<file path="config.mk">
export PLATFORM = sky130hd
export DESIGN_NAME = cp0_exception_controller_flat
export DESIGN_NICKNAME = d
export VERILOG_FILES = /design/src/rtl/cp0_exception_controller_pkg.sv /design/src/rtl/cp0_exception_controller_if.sv /design/src/rtl/cp0_exception_controller_timer.sv /design/src/rtl/cp0_exception_controller.sv /design/src/flat_wrapper.sv
export SDC_FILE = /design/constraint.sdc
export NUM_CORES = 1
export LEC_CHECK = 0
export ABC_AREA = 0
export CELL_PAD_IN_SITES_DETAIL_PLACEMENT = 1
export CELL_PAD_IN_SITES_GLOBAL_PLACEMENT = 1
export CORE_UTILIZATION = 38
export DETAILED_ROUTE_END_ITERATION = 16
export PLACE_DENSITY = 0.89
export SLEW_MARGIN = 10
export SYNTH_ARGS = -nofsm -noshare
export SYNTH_HDL_FRONTEND = slang
export SYNTH_HIERARCHICAL = 1
export SYNTH_SLANG_ARGS = --single-unit
export TNS_END_PERCENT = 10
</file>
<file path="constraint.sdc">
create_clock -name clock -period 4.85 [get_ports clock]
set_clock_uncertainty 0.05 [all_clocks]
set_input_delay 0.97 -clock clock [delete_from_list [all_inputs] [get_ports clock]]
set_output_delay 0.97 -clock clock [all_outputs]
set_load 0.01 [all_outputs]
</file>
<file path="src/rtl/cp0_exception_controller_pkg.sv">
// Shared CP0 definitions: register addresses, exception codes, register layouts
// and the writeback-to-CP0 bundle.
package cp0_exception_controller_pkg;

    localparam logic [4:0] CP0_BADVADDR = 5'd8;
    localparam logic [4:0] CP0_COUNT    = 5'd9;
    localparam logic [4:0] CP0_COMPARE  = 5'd11;
    localparam logic [4:0] CP0_STATUS   = 5'd12;
    localparam logic [4:0] CP0_CAUSE    = 5'd13;
    localparam logic [4:0] CP0_EPC      = 5'd14;

    localparam logic [31:0] STATUS_RESET = 32'h0040_0000;

    typedef enum logic [4:0] {
        EXC_INT  = 5'd0,
        EXC_ADEL = 5'd4,
        EXC_ADES = 5'd5,
        EXC_SYS  = 5'd8,
        EXC_BP   = 5'd9,
        EXC_RI   = 5'd10,
        EXC_OV   = 5'd12
    } exception_code_e;

    typedef struct packed {
        logic [4:0]  addr;
        logic [2:0]  select;
        logic        write_enabled;
        logic [31:0] write_data;
        logic        exception_valid;
        logic        eret_flish;
    } wb_to_cp0_data_t;

    typedef struct packed {
        logic [8:0] rsvd_hi;
        logic       bev;
        logic [5:0] rsvd_mid;
        logic [7:0] im;
        logic [5:0] rsvd_lo;
        logic       exl;
        logic       ie;
    } status_data_t;

    typedef struct packed {
        logic        bd;
        logic [14:0] rsvd_hi;
        logic [7:0]  ip;
        logic        rsvd_mid;
        logic [4:0]  exc_code;
        logic [1:0]  rsvd_lo;
    } cause_data_t;

    // Only address errors carry a meaningful faulting address.
    function automatic logic is_address_error(input logic [4:0] code);
        return (code == EXC_ADEL) || (code == EXC_ADES);
    endfunction

endpackage

</file>
<file path="src/rtl/cp0_exception_controller_if.sv">
// Bundle between the writeback stage / front end (master) and CP0 (slave).
interface cp0_exception_controller_if;
    import cp0_exception_controller_pkg::*;

    wb_to_cp0_data_t wb_to_cp0;
    logic [4:0]      exception_code;
    logic [31:0]     exception_pc;
    logic            exception_in_slot;
    logic [31:0]     exception_badvaddr;
    logic [5:0]      hardware_interrupt;
    logic [31:0]     read_data;
    logic            interrupt_request;
    logic            flush;
    logic [31:0]     flush_pc;

    modport master (
        output wb_to_cp0, exception_code, exception_pc, exception_in_slot,
               exception_badvaddr, hardware_interrupt,
        input  read_data, interrupt_request, flush, flush_pc
    );

    modport slave (
        input  wb_to_cp0, exception_code, exception_pc, exception_in_slot,
               exception_badvaddr, hardware_interrupt,
        output read_data, interrupt_request, flush, flush_pc
    );

endinterface

</file>
<file path="src/rtl/cp0_exception_controller_timer.sv">
// CP0 timer: prescaled Count, Compare and the sticky timer interrupt.
module cp0_timer #(
    parameter int unsigned COUNT_DIVIDE = 2
) (
    input  logic        clock,
    input  logic        reset,
    input  logic        count_write,
    input  logic        compare_write,
    input  logic [31:0] write_data,
    output logic [31:0] count,
    output logic [31:0] compare,
    output logic        timer_interrupt
);

    localparam int DIV_W = (COUNT_DIVIDE > 1) ? $clog2(COUNT_DIVIDE) : 1;
    localparam logic [DIV_W-1:0] DIV_LAST = DIV_W'(COUNT_DIVIDE - 1);

    logic [DIV_W-1:0] divider_q, divider_d;
    logic [31:0]      count_q, count_d;
    logic [31:0]      compare_q, compare_d;
    logic             ti_q, ti_d;
    logic             count_updated;

    // TI only latches when Count actually moves, so an idle match after reset stays quiet.
    always_comb begin
        divider_d     = divider_q;
        count_d       = count_q;
        compare_d     = compare_q;
        ti_d          = ti_q;
        count_updated = 1'b0;
        if (count_write) begin
            count_d       = write_data;
            divider_d     = '0;
            count_updated = 1'b1;
        end else if (divider_q == DIV_LAST) begin
            divider_d     = '0;
            count_d       = count_q + 32'd1;
            count_updated = 1'b1;
        end else begin
            divider_d = divider_q + 1'b1;
        end
        if (compare_write) begin
            compare_d = write_data;
            ti_d      = 1'b0;
        end else if (count_updated && (count_d == compare_d)) begin
            ti_d = 1'b1;
        end
    end

    always_ff @(posedge clock) begin
        if (reset) begin
            divider_q <= '0;
            count_q   <= '0;
            compare_q <= '0;
            ti_q      <= 1'b0;
        end else begin
            divider_q <= divider_d;
            count_q   <= count_d;
            compare_q <= compare_d;
            ti_q      <= ti_d;
        end
    end

    assign count           = count_q;
    assign compare         = compare_q;
    assign timer_interrupt = ti_q;

endmodule

</file>
<file path="src/rtl/cp0_exception_controller.sv">
// Coprocessor-0 exception controller: Status/Cause/EPC/BadVAddr, write priority,
// MFC0 read mux, interrupt request and flush target selection.
module cp0_exception_controller
    import cp0_exception_controller_pkg::*;
#(
    parameter logic [31:0] EXCEPTION_VECTOR = 32'hBFC0_0380,
    parameter int unsigned COUNT_DIVIDE     = 2
) (
    input logic                         clock,
    input logic                         reset,
    cp0_exception_controller_if.slave   cp0
);

    wb_to_cp0_data_t wb;
    logic            mtc0_en;
    logic [31:0]     count, compare;
    logic            timer_interrupt;
    status_data_t    status_rd, wr_status;
    cause_data_t     cause_rd, wr_cause;
    logic [31:0]     read_data;

    logic [7:0]  im_q, im_d;
    logic        exl_q, exl_d;
    logic        ie_q, ie_d;
    logic        bd_q, bd_d;
    logic [4:0]  exc_code_q, exc_code_d;
    logic [1:0]  ip_sw_q, ip_sw_d;
    logic [5:0]  ip_hw_q, ip_hw_d;
    logic [31:0] epc_q, epc_d;
    logic [31:0] badvaddr_q, badvaddr_d;
    logic        irq_q, irq_d;

    assign wb        = cp0.wb_to_cp0;
    assign wr_status = wb.write_data;
    assign wr_cause  = wb.write_data;
    // A same-cycle exception or ERET swallows the MTC0.
    assign mtc0_en   = wb.write_enabled && (wb.select == 3'd0)
                       && !wb.exception_valid && !wb.eret_flish;

    cp0_timer #(.COUNT_DIVIDE(COUNT_DIVIDE)) u_timer (
        .clock           (clock),
        .reset           (reset),
        .count_write     (mtc0_en && (wb.addr == CP0_COUNT)),
        .compare_write   (mtc0_en && (wb.addr == CP0_COMPARE)),
        .write_data      (wb.write_data),
        .count           (count),
        .compare         (compare),
        .timer_interrupt (timer_interrupt)
    );

    always_comb begin
        status_rd          = STATUS_RESET;
        status_rd.im       = im_q;
        status_rd.exl      = exl_q;
        status_rd.ie       = ie_q;
        cause_rd           = '0;
        cause_rd.bd        = bd_q;
        cause_rd.ip        = {ip_hw_q[5] | timer_interrupt, ip_hw_q[4:0], ip_sw_q};
        cause_rd.exc_code  = exc_code_q;
    end

    always_comb begin
        read_data = '0;
        if (wb.select == 3'd0) begin
            case (wb.addr)
                CP0_BADVADDR: read_data = badvaddr_q;
                CP0_COUNT:    read_data = count;
                CP0_COMPARE:  read_data = compare;
                CP0_STATUS:   read_data = status_rd;
                CP0_CAUSE:    read_data = cause_rd;
                CP0_EPC:      read_data = epc_q;
                default:      read_data = '0;
            endcase
        end
    end

    // Exception beats ERET beats MTC0; a nested exception keeps the original EPC/BD.
    always_comb begin
        im_d       = im_q;
        exl_d      = exl_q;
        ie_d       = ie_q;
        bd_d       = bd_q;
        exc_code_d = exc_code_q;
        ip_sw_d    = ip_sw_q;
        ip_hw_d    = cp0.hardware_interrupt;
        epc_d      = epc_q;
        badvaddr_d = badvaddr_q;
        irq_d      = ie_q && !exl_q && |(im_q & cause_rd.ip);
        if (wb.exception_valid) begin
            if (!exl_q) begin
                epc_d = cp0.exception_in_slot ? (cp0.exception_pc - 32'd4) : cp0.exception_pc;
                bd_d  = cp0.exception_in_slot;
            end
            exl_d      = 1'b1;
            exc_code_d = cp0.exception_code;
            if (is_address_error(cp0.exception_code)) begin
                badvaddr_d = cp0.exception_badvaddr;
            end
        end else if (wb.eret_flish) begin
            exl_d = 1'b0;
        end else if (mtc0_en) begin
            case (wb.addr)
                CP0_STATUS: begin
                    im_d  = wr_status.im;
                    exl_d = wr_status.exl;
                    ie_d  = wr_status.ie;
                end
                CP0_CAUSE: ip_sw_d = wr_cause.ip[1:0];
                CP0_EPC:   epc_d   = wb.write_data;
                default:   ;
            endcase
        end
    end

    always_ff @(posedge clock) begin
        if (reset) begin
            im_q       <= '0;
            exl_q      <= 1'b0;
            ie_q       <= 1'b0;
            bd_q       <= 1'b0;
            exc_code_q <= '0;
            ip_sw_q    <= '0;
            ip_hw_q    <= '0;
            epc_q      <= '0;
            badvaddr_q <= '0;
            irq_q      <= 1'b0;
        end else begin
            im_q       <= im_d;
            exl_q      <= exl_d;
            ie_q       <= ie_d;
            bd_q       <= bd_d;
            exc_code_q <= exc_code_d;
            ip_sw_q    <= ip_sw_d;
            ip_hw_q    <= ip_hw_d;
            epc_q      <= epc_d;
            badvaddr_q <= badvaddr_d;
            irq_q      <= irq_d;
        end
    end

    assign cp0.read_data         = read_data;
    assign cp0.interrupt_request = irq_q;
    assign cp0.flush             = wb.exception_valid | wb.eret_flish;
    assign cp0.flush_pc          = wb.exception_valid ? EXCEPTION_VECTOR : epc_q;

endmodule
</file>
<file path="src/flat_wrapper.sv">
// flat-port wrapper written by rule: the top's interface ports become plain ports
module cp0_exception_controller_flat import cp0_exception_controller_pkg::*;
#(
    parameter logic [31:0] EXCEPTION_VECTOR = 32'hBFC0_0380,
    parameter int unsigned COUNT_DIVIDE     = 2
)
  (clock, reset, cp0_wb_to_cp0, cp0_exception_code, cp0_exception_pc, cp0_exception_in_slot, cp0_exception_badvaddr, cp0_hardware_interrupt, cp0_read_data, cp0_interrupt_request, cp0_flush, cp0_flush_pc);
  cp0_exception_controller_if cp0_i ();
  input logic clock;
  input logic reset;
  input wire logic [$bits(cp0_i.wb_to_cp0)-1:0] cp0_wb_to_cp0;
  input wire logic [$bits(cp0_i.exception_code)-1:0] cp0_exception_code;
  input wire logic [$bits(cp0_i.exception_pc)-1:0] cp0_exception_pc;
  input wire logic [$bits(cp0_i.exception_in_slot)-1:0] cp0_exception_in_slot;
  input wire logic [$bits(cp0_i.exception_badvaddr)-1:0] cp0_exception_badvaddr;
  input wire logic [$bits(cp0_i.hardware_interrupt)-1:0] cp0_hardware_interrupt;
  output wire logic [$bits(cp0_i.read_data)-1:0] cp0_read_data;
  output wire logic [$bits(cp0_i.interrupt_request)-1:0] cp0_interrupt_request;
  output wire logic [$bits(cp0_i.flush)-1:0] cp0_flush;
  output wire logic [$bits(cp0_i.flush_pc)-1:0] cp0_flush_pc;
  assign cp0_i.wb_to_cp0 = cp0_wb_to_cp0;
  assign cp0_i.exception_code = cp0_exception_code;
  assign cp0_i.exception_pc = cp0_exception_pc;
  assign cp0_i.exception_in_slot = cp0_exception_in_slot;
  assign cp0_i.exception_badvaddr = cp0_exception_badvaddr;
  assign cp0_i.hardware_interrupt = cp0_hardware_interrupt;
  assign cp0_read_data = cp0_i.read_data;
  assign cp0_interrupt_request = cp0_i.interrupt_request;
  assign cp0_flush = cp0_i.flush;
  assign cp0_flush_pc = cp0_i.flush_pc;
  cp0_exception_controller #(.EXCEPTION_VECTOR(EXCEPTION_VECTOR), .COUNT_DIVIDE(COUNT_DIVIDE)) u_core (.clock(clock), .reset(reset), .cp0(cp0_i));
endmodule
</file>
==> flow_metrics.env, run 1 <==
export IMPL_outcome="complete, no violations"
export IMPL_synth_cells=1167
export IMPL_async_reset_ff_share_pct=0
export IMPL_cts_path_max_buffers=2
export IMPL_grt_max_degree=80
export IMPL_r2r_slack_ns=1.00
export IMPL_fin_area_um2=12100
export IMPL_cp_num_buf_inv=3
export IMPL_vdd_drop_max_uv=226.0
export IMPL_cp_start_kind="input pin"
export IMPL_crit_path_max_fanout=31
export IMPL_antenna_found_initial=0
export IMPL_grt_use_total_pct=34.21
export IMPL_period_needed_ns=4.694
export IMPL_route_vias_total=10350
export IMPL_wire_per_inst_um=25.79
export IMPL_die_area_um2=24980
export IMPL_cpPeakStageDelay_ns=0.61
export IMPL_start_util_pct=39.07
export IMPL_ios=187
export IMPL_max_freq_mhz=213.0
export IMPL_nNetsFinal=1448
export IMPL_synth_edff_count=0
export IMPL_area_delta_synth_final_pct=30.75
export IMPL_dr_first_iter_drc_count=1106
export IMPL_clk_pin_slew_worst_paths_ns=0.07
export IMPL_clk_latency_ns=0.43
export IMPL_hp_class="reg -> reg"
export IMPL_synthesis_nets=1290
export IMPL_crit_family="buffers and inverters"
export IMPL_fp_dieH_um=158.0
export IMPL_tritoncts="yes"
export IMPL_fin_setup_tns_ns=0
export IMPL_syn_avg_cell_area_um2=7.929
export IMPL_p_total_uw=3107
export IMPL_dr_pass1_iters=6
export IMPL_critPathRequiredTime_ns=3.83
export IMPL_crit_arrival_ns=3.67
export IMPL_cp_end_kind="primary output"
export IMPL_crit_type="in -> out"
export IMPL_crit_chain="clkdlybuf4s50_1, or3b_2, nor2_2, buf_4, a22oi_1, a31oi_1, clkdlybuf4s50_1"
export IMPL_n_antenna_cell=0
export IMPL_cp_common_cell="clkdlybuf4s50_1"
export IMPL_drc=0
export IMPL_max_slew_margin_pct=38.14
export IMPL_cts_made_buffers=17
export IMPL_worst_slew_pin_slew_ns=0.9279
export IMPL_grt_pass1_vias=10330
export IMPL_setup_ws_ns=0.1557
export IMPL_cts_hold_buffers_added=0
export IMPL_dp_hpwl_um=32040
export IMPL_ys_seq_area_share_pct=33.54
export IMPL_synthFlopType="dfxtp_1"
export IMPL_portBuffers=186
export IMPL_synth_cell_types=79
export IMPL_cts_max_level=4
export IMPL_powerDensity_nw_per_um2=256.8
export IMPL_drt_total_wl_um=42740
export IMPL_cp_slowest_cell="clkdlybuf4s50_1"
export IMPL_setup_viol=0
export IMPL_rsz0062_at_grt="false"
export IMPL_grt_pass1_wl_um=62850
export IMPL_overflow=0
export IMPL_ant_nets=0
export IMPL_most_common_layout_cells="clkdlybuf4s50_1 (184), dfxtp_1 (155), nand2_1 (137), nor2_1 (127), a21oi_1 (89)"
export IMPL_placed_cell_area_um2=11500
export IMPL_place_congestion=0.9412
export IMPL_p_leak_uw=0.004039
export IMPL_drive_gt1_share_pct=8.894
export IMPL_period_share_pct=96.79
export IMPL_die_w_um=158.0
export IMPL_cts_root_buf="clkbuf_16"
export IMPL_ys_seq_elements=155
export IMPL_clock_sinks=155
export IMPL_layout_commonest_cell="clkdlybuf4s50_1"
export IMPL_post_place_ws_ns=0.04921
export IMPL_rows=56
export IMPL_coreArea_um2=23680
export IMPL_yosys_warnings=6
export IMPL_hold_violations=0
export IMPL_post_route_util_pct=51.08
export IMPL_drv_cap=0
export IMPL_viasPerCell=6.244
export IMPL_finalMaxSlewViolations=0
export IMPL_syn_cell_area_um2=9253
## area by class of cell
type | count | area (um^2)
clock buffer | 17 | 425.4
clock inverter | 15 | 166.4
fill | 2863 | 11580
inverter | 19 | 71.32
multi-input combinational | 907 | 5736
sequential | 155 | 3103
tap | 319 | 399.1
timing repair buffer | 225 | 2197
## stage by stage
| stage | hold WS (ns) | cells |
|---|---|---|
| 2_1_floorplan | 0.3851 | 1167 |
| 3_3_place_gp | 0.3939 | 1625 |
| 3_5_place_dp | 0.4001 | 1625 |
| 4_1_cts | 0.4095 | 1657 |
| 5_1_grt | 0.4312 | 1657 |
| 6_report | 0.4135 | 1657 |
## repair_timing
item	CTS	global route
endpoints found under the setup margin	0	2
hold endpoints to repair	0	0
gates resized for setup	0	1
setup buffers	0	0
## worst paths after layout
check,from,endpoint,cells past startpoint
max reg2reg,u_core/u_timer/count[0]$_SDFF_PP0_,u_core/u_timer/timer_interrupt$_SDFFE_PP0P_,8
min reg2reg,u_core/badvaddr_q[18]$_SDFFE_PP0P_,u_core/badvaddr_q[18]$_SDFFE_PP0P_,2
max,cp0_wb_to_cp0[41],cp0_read_data[11],7
min,u_core/badvaddr_q[18]$_SDFFE_PP0P_,u_core/badvaddr_q[18]$_SDFFE_PP0P_,2
## report_power, final
group | leakage [uW] | switching [uW] | internal, uW
Clock | 0.000284 | 665 | 695
Combinational | 0.00250 | 206 | 194
Sequential | 0.00126 | 42.7 | 1300
## flip-flops by register name, summed over array words and instances, names as in the netlist
signal	count
u_core/badvaddr_q	32
u_core/epc_q	32
u_core/u_timer/compare	32
u_core/u_timer/count	32
u_core/im_q	8
u_core/ip_hw_q	6
u_core/exc_code_q	5
u_core/ip_sw_q	2
u_core/bd_q	1
u_core/cp0.interrupt_request	1
u_core/exl_q	1
u_core/ie_q	1
u_core/u_timer/divider_q	1
u_core/u_timer/timer_interrupt	1
## synthesized netlist by cell type (4+ instances only)
library cell / instances / share of area [%]
nor3b_1: 6 / 0.49
inv_1: 18 / 0.73
a221oi_1: 6 / 0.57
nand4_1: 19 / 1.3
o2111ai_1: 4 / 0.38
nand3_1: 16 / 0.87
nor2_1: 130 / 5.3
xor2_1: 32 / 3.0
nor2b_1: 33 / 2.2
buf_1: 12 / 0.49
buf_2: 10 / 0.54
mux2i_1: 59 / 6.4
a22oi_1: 68 / 5.5
xnor2_1: 49 / 4.6
a211o_1: 9 / 0.85
nand3b_1: 5 / 0.41
o21ai_0: 18 / 0.97
a311oi_1: 6 / 0.57
dfxtp_1: 155 / 34
or4b_1: 4 / 0.43
and3_1: 4 / 0.27
clkbuf_1: 59 / 2.4
or3_1: 7 / 0.47
o31ai_1: 4 / 0.32
o211ai_1: 7 / 0.57
a211oi_1: 15 / 1.2
nand2_1: 137 / 5.6
nand2b_1: 11 / 0.74
o22ai_1: 8 / 0.54
a31oi_1: 20 / 1.4
or2_2: 18 / 1.2
or4_1: 6 / 0.49
a21oi_1: 89 / 4.8
nor4_1: 27 / 1.8
nor3_1: 18 / 0.97
nor4b_1: 4 / 0.38
## worst min-delay path: stages (launching register included)
cell     delay, ns
dfxtp_1       0.31
nand2_1       0.05
a21oi_1       0.05
## metal layers
metal	wire length, um	GRT usage, %
met5	0	0
met4	2034	17.45
met3	3505	5.776
met2	19690	54.25
met1	17510	44.58
## cell families after synthesis
kind of cell / share of synthesized area [%]
fa+ha+maj: 0.2704
buf+inv: 4.692
mux: 7.018
xor+xnor: 7.667
simple gates: 25.45
compound gates: 21.37
flops: 33.54
Power figures use the tool's default switching activity.
==> run 2, diff against run 1 <==
--- a/config.mk
+++ b/config.mk
@@ -8,12 +8,11 @@
 export ABC_AREA = 0
 export CELL_PAD_IN_SITES_DETAIL_PLACEMENT = 1
 export CELL_PAD_IN_SITES_GLOBAL_PLACEMENT = 1
-export CORE_UTILIZATION = 38
+export CORE_UTILIZATION = 40
 export DETAILED_ROUTE_END_ITERATION = 16
-export PLACE_DENSITY = 0.89
+export PLACE_DENSITY = 0.94
 export SLEW_MARGIN = 10
 export SYNTH_ARGS = -nofsm -noshare
 export SYNTH_HDL_FRONTEND = slang
-export SYNTH_HIERARCHICAL = 1
 export SYNTH_SLANG_ARGS = --single-unit
 export TNS_END_PERCENT = 10
==> constraint.sdc (replaced) <==
create_clock -name clock -period 6.05 [get_ports clock]
set_clock_uncertainty 0.05 [all_clocks]
set_input_delay 1.21 -clock clock [delete_from_list [all_inputs] [get_ports clock]]
set_output_delay 1.21 -clock clock [all_outputs]
set_load 0.01 [all_outputs]
==> run 2 against run 1 <==
Via count shrank 0.15%. Worst setup slack improved by 0.24 ns. Count of clock-buffer cells in the layout rose by 3. Largest power group unchanged. Highest routed layer unchanged.
==> flow_metrics.env, run 2 <==
export IMPL_crit_arrival_ns=4.39
export IMPL_synth_cell_types=63
export IMPL_cp_slowest_cell="and3_1"
export IMPL_hp_class="reg -> reg"
export IMPL_synthesis_nets=1311
export IMPL_coreArea_um2=21890
export IMPL_crit_path_max_fanout=21
export IMPL_cp_start_kind="input pin"
export IMPL_synth_most_common_cell="nand2_1"
export IMPL_nNetsFinal=1439
export IMPL_grt_max_degree=79
export IMPL_fp_dieH_um=151.5
export IMPL_clock_sinks=155
export IMPL_dr_pass1_iters=7
export IMPL_place_congestion=0.9514
export IMPL_cts_max_level=4
export IMPL_startpoint="cp0_wb_to_cp0[41]"
export IMPL_rsz0062_at_grt="false"
export IMPL_post_place_ws_ns=0.7348
export IMPL_ios=187
export IMPL_start_util_pct=40.86
export IMPL_synthTopCellsByArea="dfxtp_1 (35%), a21oi_1 (8.1%), nand2_1 (7.5%)"
export IMPL_rows=54
export IMPL_worst_slew_pin_slew_ns=1.216
export IMPL_grt_pass1_vias=10290
export IMPL_synth_cells=1188
export IMPL_critPathCapture="cp0_read_data[25]"
export IMPL_max_slew_margin_pct=18.70
export IMPL_most_common_layout_cells="clkdlybuf4s50_1 (184), nand2_1 (178), dfxtp_1 (155), a21oi_1 (143), nor2_1 (121)"
export IMPL_hold_ws_ns=0.4182
export IMPL_viasPerCell=6.420
export IMPL_cts_setup_buffers=0
export IMPL_cp_end_kind="primary output"
export IMPL_setup_ws_ns=0.3991
export IMPL_cpPeakStageDelay_ns=0.84
export IMPL_max_freq_mhz=177.0
export IMPL_setup_viol=0
export IMPL_worstReg2RegStart="u_core.u_timer.divider_q$_SDFF_PP0_"
export IMPL_synthFlopType="dfxtp_1"
export IMPL_powerDensity_nw_per_um2=215.6
export IMPL_reg2reg_to="u_core.u_timer.timer_interrupt$_SDFFE_PP0P_"
export IMPL_yosysTopAreaCell="dfxtp_1"
export IMPL_period_share_pct=93.40
export IMPL_cts_hold_buffers_added=0
export IMPL_ys_seq_area_share_pct=34.69
export IMPL_reg2regPathDepth=8
export IMPL_die_w_um=151.5
export IMPL_antenna_found_initial=1
export IMPL_synth_top_cell_area_share_pct=34.69
export IMPL_period_needed_ns=5.651
export IMPL_overflow=0
export IMPL_crit_type="in -> out"
export IMPL_cts_path_max_buffers=2
export IMPL_clk_pin_slew_worst_paths_ns=0.06
export IMPL_wire_per_inst_um=24.85
export IMPL_outcome="complete, no violations"
export IMPL_grt_pass1_wl_um=60360
export IMPL_finalMaxSlewViolations=0
export IMPL_tritoncts="yes"
export IMPL_syn_avg_cell_area_um2=7.529
export IMPL_drt_total_wl_um=39990
export IMPL_synth_common_cells="nand2_1 (178), dfxtp_1 (155), a21oi_1 (144)"
export IMPL_route_vias_total=10330
export IMPL_hold_violations=0
export IMPL_r2r_slack_ns=2.24
export IMPL_fin_setup_tns_ns=0
export IMPL_crit_chain="clkdlybuf4s50_1, nor2b_1, nor2b_1, and3_1, buf_4, a22oi_1, a21oi_1, clkdlybuf4s50_1"
export IMPL_drv_cap=0
export IMPL_portBuffers=186
export IMPL_syn_cell_area_um2=8945
export IMPL_cts_resized_gates=0
export IMPL_dp_hpwl_um=28270
export IMPL_clk_latency_ns=0.44
export IMPL_area_delta_synth_final_pct=29.05
export IMPL_vdd_drop_max_uv=115.2
export IMPL_cts_root_buf="clkbuf_16"
export IMPL_dr_first_iter_drc_count=1294
export IMPL_async_reset_ff_share_pct=0
export IMPL_synth_edff_count=0
export IMPL_yosys_warnings=0
export IMPL_post_route_util_pct=52.73
export IMPL_critPathRequiredTime_ns=4.79
export IMPL_drc=0
export IMPL_layout_commonest_cell="clkdlybuf4s50_1"
export IMPL_p_leak_uw=0.003712
export IMPL_cts_made_buffers=17
export IMPL_drive_gt1_share_pct=5.196
export IMPL_ys_seq_elements=155
export IMPL_ant_nets=0
export IMPL_hold_depth=2
export IMPL_grt_use_total_pct=34.93
export IMPL_die_area_um2=22960
-- run 2: cell types whose count changed after synthesis, sizes merged, moves of 7 or more --
cell	previous run	this run
a31oi	20	13
buf	26	4
clkbuf	60	89
a211o	9	0
a211oi	15	45
a22oi	68	61
a222oi	3	10
nor2	130	122
a21oi	92	144
nor3	18	26
nand2	137	178
mux2i	60	16
-- run 2: how the worst min path moves through the flow --
stage	startpoint	to	slack [ns]
finish	u_core.badvaddr_q[28]$_SDFFE_PP0P_	u_core.badvaddr_q[28]$_SDFFE_PP0P_	0.42
CTS	u_core.badvaddr_q[28]$_SDFFE_PP0P_	u_core.badvaddr_q[28]$_SDFFE_PP0P_	0.42
floorplan	u_core.badvaddr_q[0]$_SDFFE_PP0P_	u_core.badvaddr_q[0]$_SDFFE_PP0P_	0.39
global placement	u_core.badvaddr_q[26]$_SDFFE_PP0P_	u_core.badvaddr_q[26]$_SDFFE_PP0P_	0.39
global route	u_core.badvaddr_q[30]$_SDFFE_PP0P_	u_core.badvaddr_q[30]$_SDFFE_PP0P_	0.44
detailed placement	u_core.badvaddr_q[30]$_SDFFE_PP0P_	u_core.badvaddr_q[30]$_SDFFE_PP0P_	0.40
-- run 2: cell families after synthesis --
logic type	synth area share, %
fa+ha+maj	0.2797
flops	34.69
mux	1.930
buf+inv	4.560
compound gates	23.43
simple gates	26.17
xor+xnor	8.938
-- run 2: final cells by class --
class / instances / area, um^2
Clock inverter: 11 / 145.1
Timing Repair Buffer: 202 / 1977
Tap cell: 280 / 350.3
Antenna cell: 1 / 2.502
Clock buffer: 20 / 446.7
Fill cell: 2655 / 10350
Multi-Input combinational cell: 927 / 5470
Inverter: 13 / 48.80
Sequential cell: 155 / 3103
-- run 2: through the flow --
stage                     power, uW  std cells  instance area (um^2)
final                          2489       1609                 11540
after global routing           2544       1609                 11540
after CTS                      2483       1608                 11540
after detailed placement       1388       1577                 10950
after global placement         1379       1577                 10950
after floorplan                1210       1188                  8945
-- run 2: per-layer routing --
layer  vias to the layer above  GRT usage, %  routed length, um
met5                         -             0                  0
met4                         0         17.97               2063
met3                       160         8.832               4171
met2                       670         54.95              17960
met1                      4988         44.02              15800
li1                       4512             -                  -
-- run 2: where the power goes --
group          total, uW  leakage, uW  internal [uW]  switching (uW)
Combinational        303      0.00217            143             160
Sequential          1080      0.00126           1050            31.0
Clock               1110     0.000282            657             452
Total               2490      0.00371           1850             643
-- run 2: worst max-delay path, delay by kind of cell --
| family | cells | cell delay, ns |
|---|---|---|
| buffers and inverters | 3 | 1.40 |
| AO/OA/AOI/OAI | 2 | 0.38 |
| AND/OR/NAND/NOR | 3 | 1.39 |
==> run 3, diff against run 2 <==
--- a/config.mk
+++ b/config.mk
@@ -8,9 +8,9 @@
 export ABC_AREA = 0
 export CELL_PAD_IN_SITES_DETAIL_PLACEMENT = 1
 export CELL_PAD_IN_SITES_GLOBAL_PLACEMENT = 1
-export CORE_UTILIZATION = 40
+export CORE_UTILIZATION = 37
 export DETAILED_ROUTE_END_ITERATION = 16
-export PLACE_DENSITY = 0.94
+export PLACE_DENSITY = 0.88
 export SLEW_MARGIN = 10
 export SYNTH_ARGS = -nofsm -noshare
 export SYNTH_HDL_FRONTEND = slang
==> constraint.sdc (replaced) <==
create_clock -name clock -period 6.4 [get_ports clock]
set_clock_uncertainty 0.05 [all_clocks]
set_input_delay 1.28 -clock clock [delete_from_list [all_inputs] [get_ports clock]]
set_output_delay 1.28 -clock clock [all_outputs]
set_load 0.005 [all_outputs]
==> run 3 against run 2 <==
Die area rose by 8.0%. Via count is 3.4% lower. Flip-flop and latch count stayed put. Final area fell by 0.25%. Combinational power shrank 7.6%. Core utilization is 4.0 points lower. Register-to-register slack improved by 0.47 ns. Critical path type unchanged. Highest routed layer is now met5.
==> flow_metrics.env, run 3 (synthesis results as in run 2) <==
export IMPL_antenna_found_initial=1
export IMPL_max_freq_mhz=180.6
export IMPL_area_delta_synth_final_pct=28.73
export IMPL_route_vias_total=9982
export IMPL_crit_path_max_fanout=17
export IMPL_pwr_share_seq_pct=45.2
export IMPL_fp_dieH_um=157.5
export IMPL_crit_chain="clkdlybuf4s50_1, or3b_1, nor2_2, buf_4, a22oi_1, a21oi_1, clkdlybuf4s50_1"
export IMPL_setup_viol=0
export IMPL_ant_nets=0
export IMPL_drv_cap=0
export IMPL_cp_end_kind="primary output"
export IMPL_die_w_um=157.5
export IMPL_vdd_drop_max_uv=130.6
export IMPL_drc=0
export IMPL_most_common_layout_cells="clkdlybuf4s50_1 (184), nand2_1 (178), dfxtp_1 (155), a21oi_1 (143), nor2_1 (121)"
export IMPL_fill_cells=2871
export IMPL_period_share_pct=86.53
export IMPL_period_needed_ns=5.538
export IMPL_layout_commonest_cell="clkdlybuf4s50_1"
export IMPL_critPathRequiredTime_ns=5.07
export IMPL_powerDensity_nw_per_um2=195.6
export IMPL_rsz0062_at_grt="false"
export IMPL_setup_ws_ns=0.8621
export IMPL_placed_cell_area_um2=10980
export IMPL_grt_max_degree=95
export IMPL_worst_slew_pin_slew_ns=1.283
export IMPL_dp_hpwl_um=28420
export IMPL_grt_pass1_vias=9956
export IMPL_internal_power_uw=1628
export IMPL_grt_use_total_pct=31.34
export IMPL_crit_type="in -> out"
export IMPL_switching_share_pct=27.71
export IMPL_drt_total_wl_um=38230
export IMPL_cpPeakStageDelay_ns=0.64
export IMPL_cp_slowest_cell="nor2_2"
export IMPL_cp_num_buf_inv=3
export IMPL_die_area_um2=24800
export IMPL_cts_hold_buffers_added=0
export IMPL_ios=187
export IMPL_outcome="complete, no violations"
export IMPL_drive_gt1_share_pct=5.128
export IMPL_viasPerCell=6.068
export IMPL_hp_class="reg -> reg"
export IMPL_n_antenna_cell=0
export IMPL_dr_pass1_iters=5
export IMPL_post_place_ws_ns=0.9150
export IMPL_wire_per_inst_um=23.24
export IMPL_clock_sinks=155
export IMPL_rows=56
export IMPL_overflow=0
export IMPL_p_switching_uw=624.3
export IMPL_clk_latency_ns=0.44
export IMPL_p_leak_uw=0.003689
export IMPL_crit_arrival_ns=4.21
export IMPL_place_congestion=0.9317
export IMPL_start_util_pct=37.88
export IMPL_cts_path_max_buffers=2
export IMPL_cts_root_buf="clkbuf_16"
export IMPL_cts_setup_buffers=0
export IMPL_hold_ws_ns=0.4066
export IMPL_cts_max_level=4
export IMPL_combPwrFrac_pct=12.4
export IMPL_dr_first_iter_drc_count=1027
export IMPL_pwr_share_clk_pct=42.4
export IMPL_fin_setup_tns_ns=0
export IMPL_tritoncts="yes"
export IMPL_cts_made_buffers=17
export IMPL_clk_pin_slew_worst_paths_ns=0.06
export IMPL_max_slew_margin_pct=14.25
export IMPL_crit_family="buffers and inverters"
export IMPL_post_route_util_pct=48.77
export IMPL_finalMaxSlewViolations=0
export IMPL_coreArea_um2=23610
export IMPL_cp_common_cell="clkdlybuf4s50_1"
export IMPL_cts_resized_gates=0
export IMPL_fin_area_um2=11510
export IMPL_nNetsFinal=1436
export IMPL_cp_start_kind="input pin"
export IMPL_hold_violations=0
export IMPL_portBuffers=186
export IMPL_grt_pass1_wl_um=58520
==> run 3: changes by cell type in the layout (fill, tap and decap cells not counted), sizes merged, moves of 2 or more <==
cell      previous run  this run
clkinvlp             3         0
clkbuf              20        18
buf                 18        15
clkinv               4         6
bufinv               3         0
inv                 14        21
==> run 3: worst paths after layout <==
path                                                          start                                     endpoint  slack (ns)  cells past startpoint
worst min-delay path             u_core.badvaddr_q[29]$_SDFFE_PP0P_           u_core.badvaddr_q[29]$_SDFFE_PP0P_        0.41                      2
worst max-delay path                              cp0_wb_to_cp0[40]                            cp0_read_data[17]        0.86                      7
worst max register to register  u_core.u_timer.divider_q$_SDFF_PP0_  u_core.u_timer.timer_interrupt$_SDFFE_PP0P_        2.71                      7
worst min register to register   u_core.badvaddr_q[29]$_SDFFE_PP0P_           u_core.badvaddr_q[29]$_SDFFE_PP0P_        0.41                      2
==> run 3: power groups by stage <==
stage	Clock (uW)	Combinational (uW)	Sequential, uW
after floorplan	0	119	1020
after global placement	0	267	1040
after detailed placement	0	275	1040
after CTS	962	278	1020
after global routing	1000	300	1020
final	955	280	1020
==> run 3: metrics by stage <==
step	instances	power [uW]
after floorplan	1188	1139
after global routing	1645	2319
after CTS	1645	2255
final	1645	2253
after detailed placement	1613	1312
after global placement	1613	1304
==> run 3: per-layer routing <==
metal | global-route usage (%) | routed length (um) | share of wire, % | vias up
met4 | 12.58 | 1260 | 3.3 | 2
met3 | 7.792 | 3558 | 9.3 | 87
met1 | 41.27 | 16210 | 42 | 4885
li1 | - | - | - | 4516
met2 | 48.76 | 17180 | 45 | 492
met5 | 0 | 13 | 0.034 | -
==> run 3: cell type report <==
type	instances	area, um^2	area share, %
Clock inverter	14	110.1	0.9562
Timing Repair Buffer	199	1954	16.97
Inverter	13	48.80	0.4238
Multi-Input combinational cell	927	5470	47.51
Sequential cell	155	3103	26.95
Clock buffer	18	429.2	3.727
Tap cell	319	399.1	3.466
==> run 3: worst register-to-register path, cell delays in order (launching register included) <==
cell       delay, ns
dfxtp_1         0.59
and3_1          0.32
nand4_1         0.55
nor4_1          0.97
o211ai_1        0.25
a2111oi_0       0.48
a31oi_1         0.22
o21ai_1         0.18
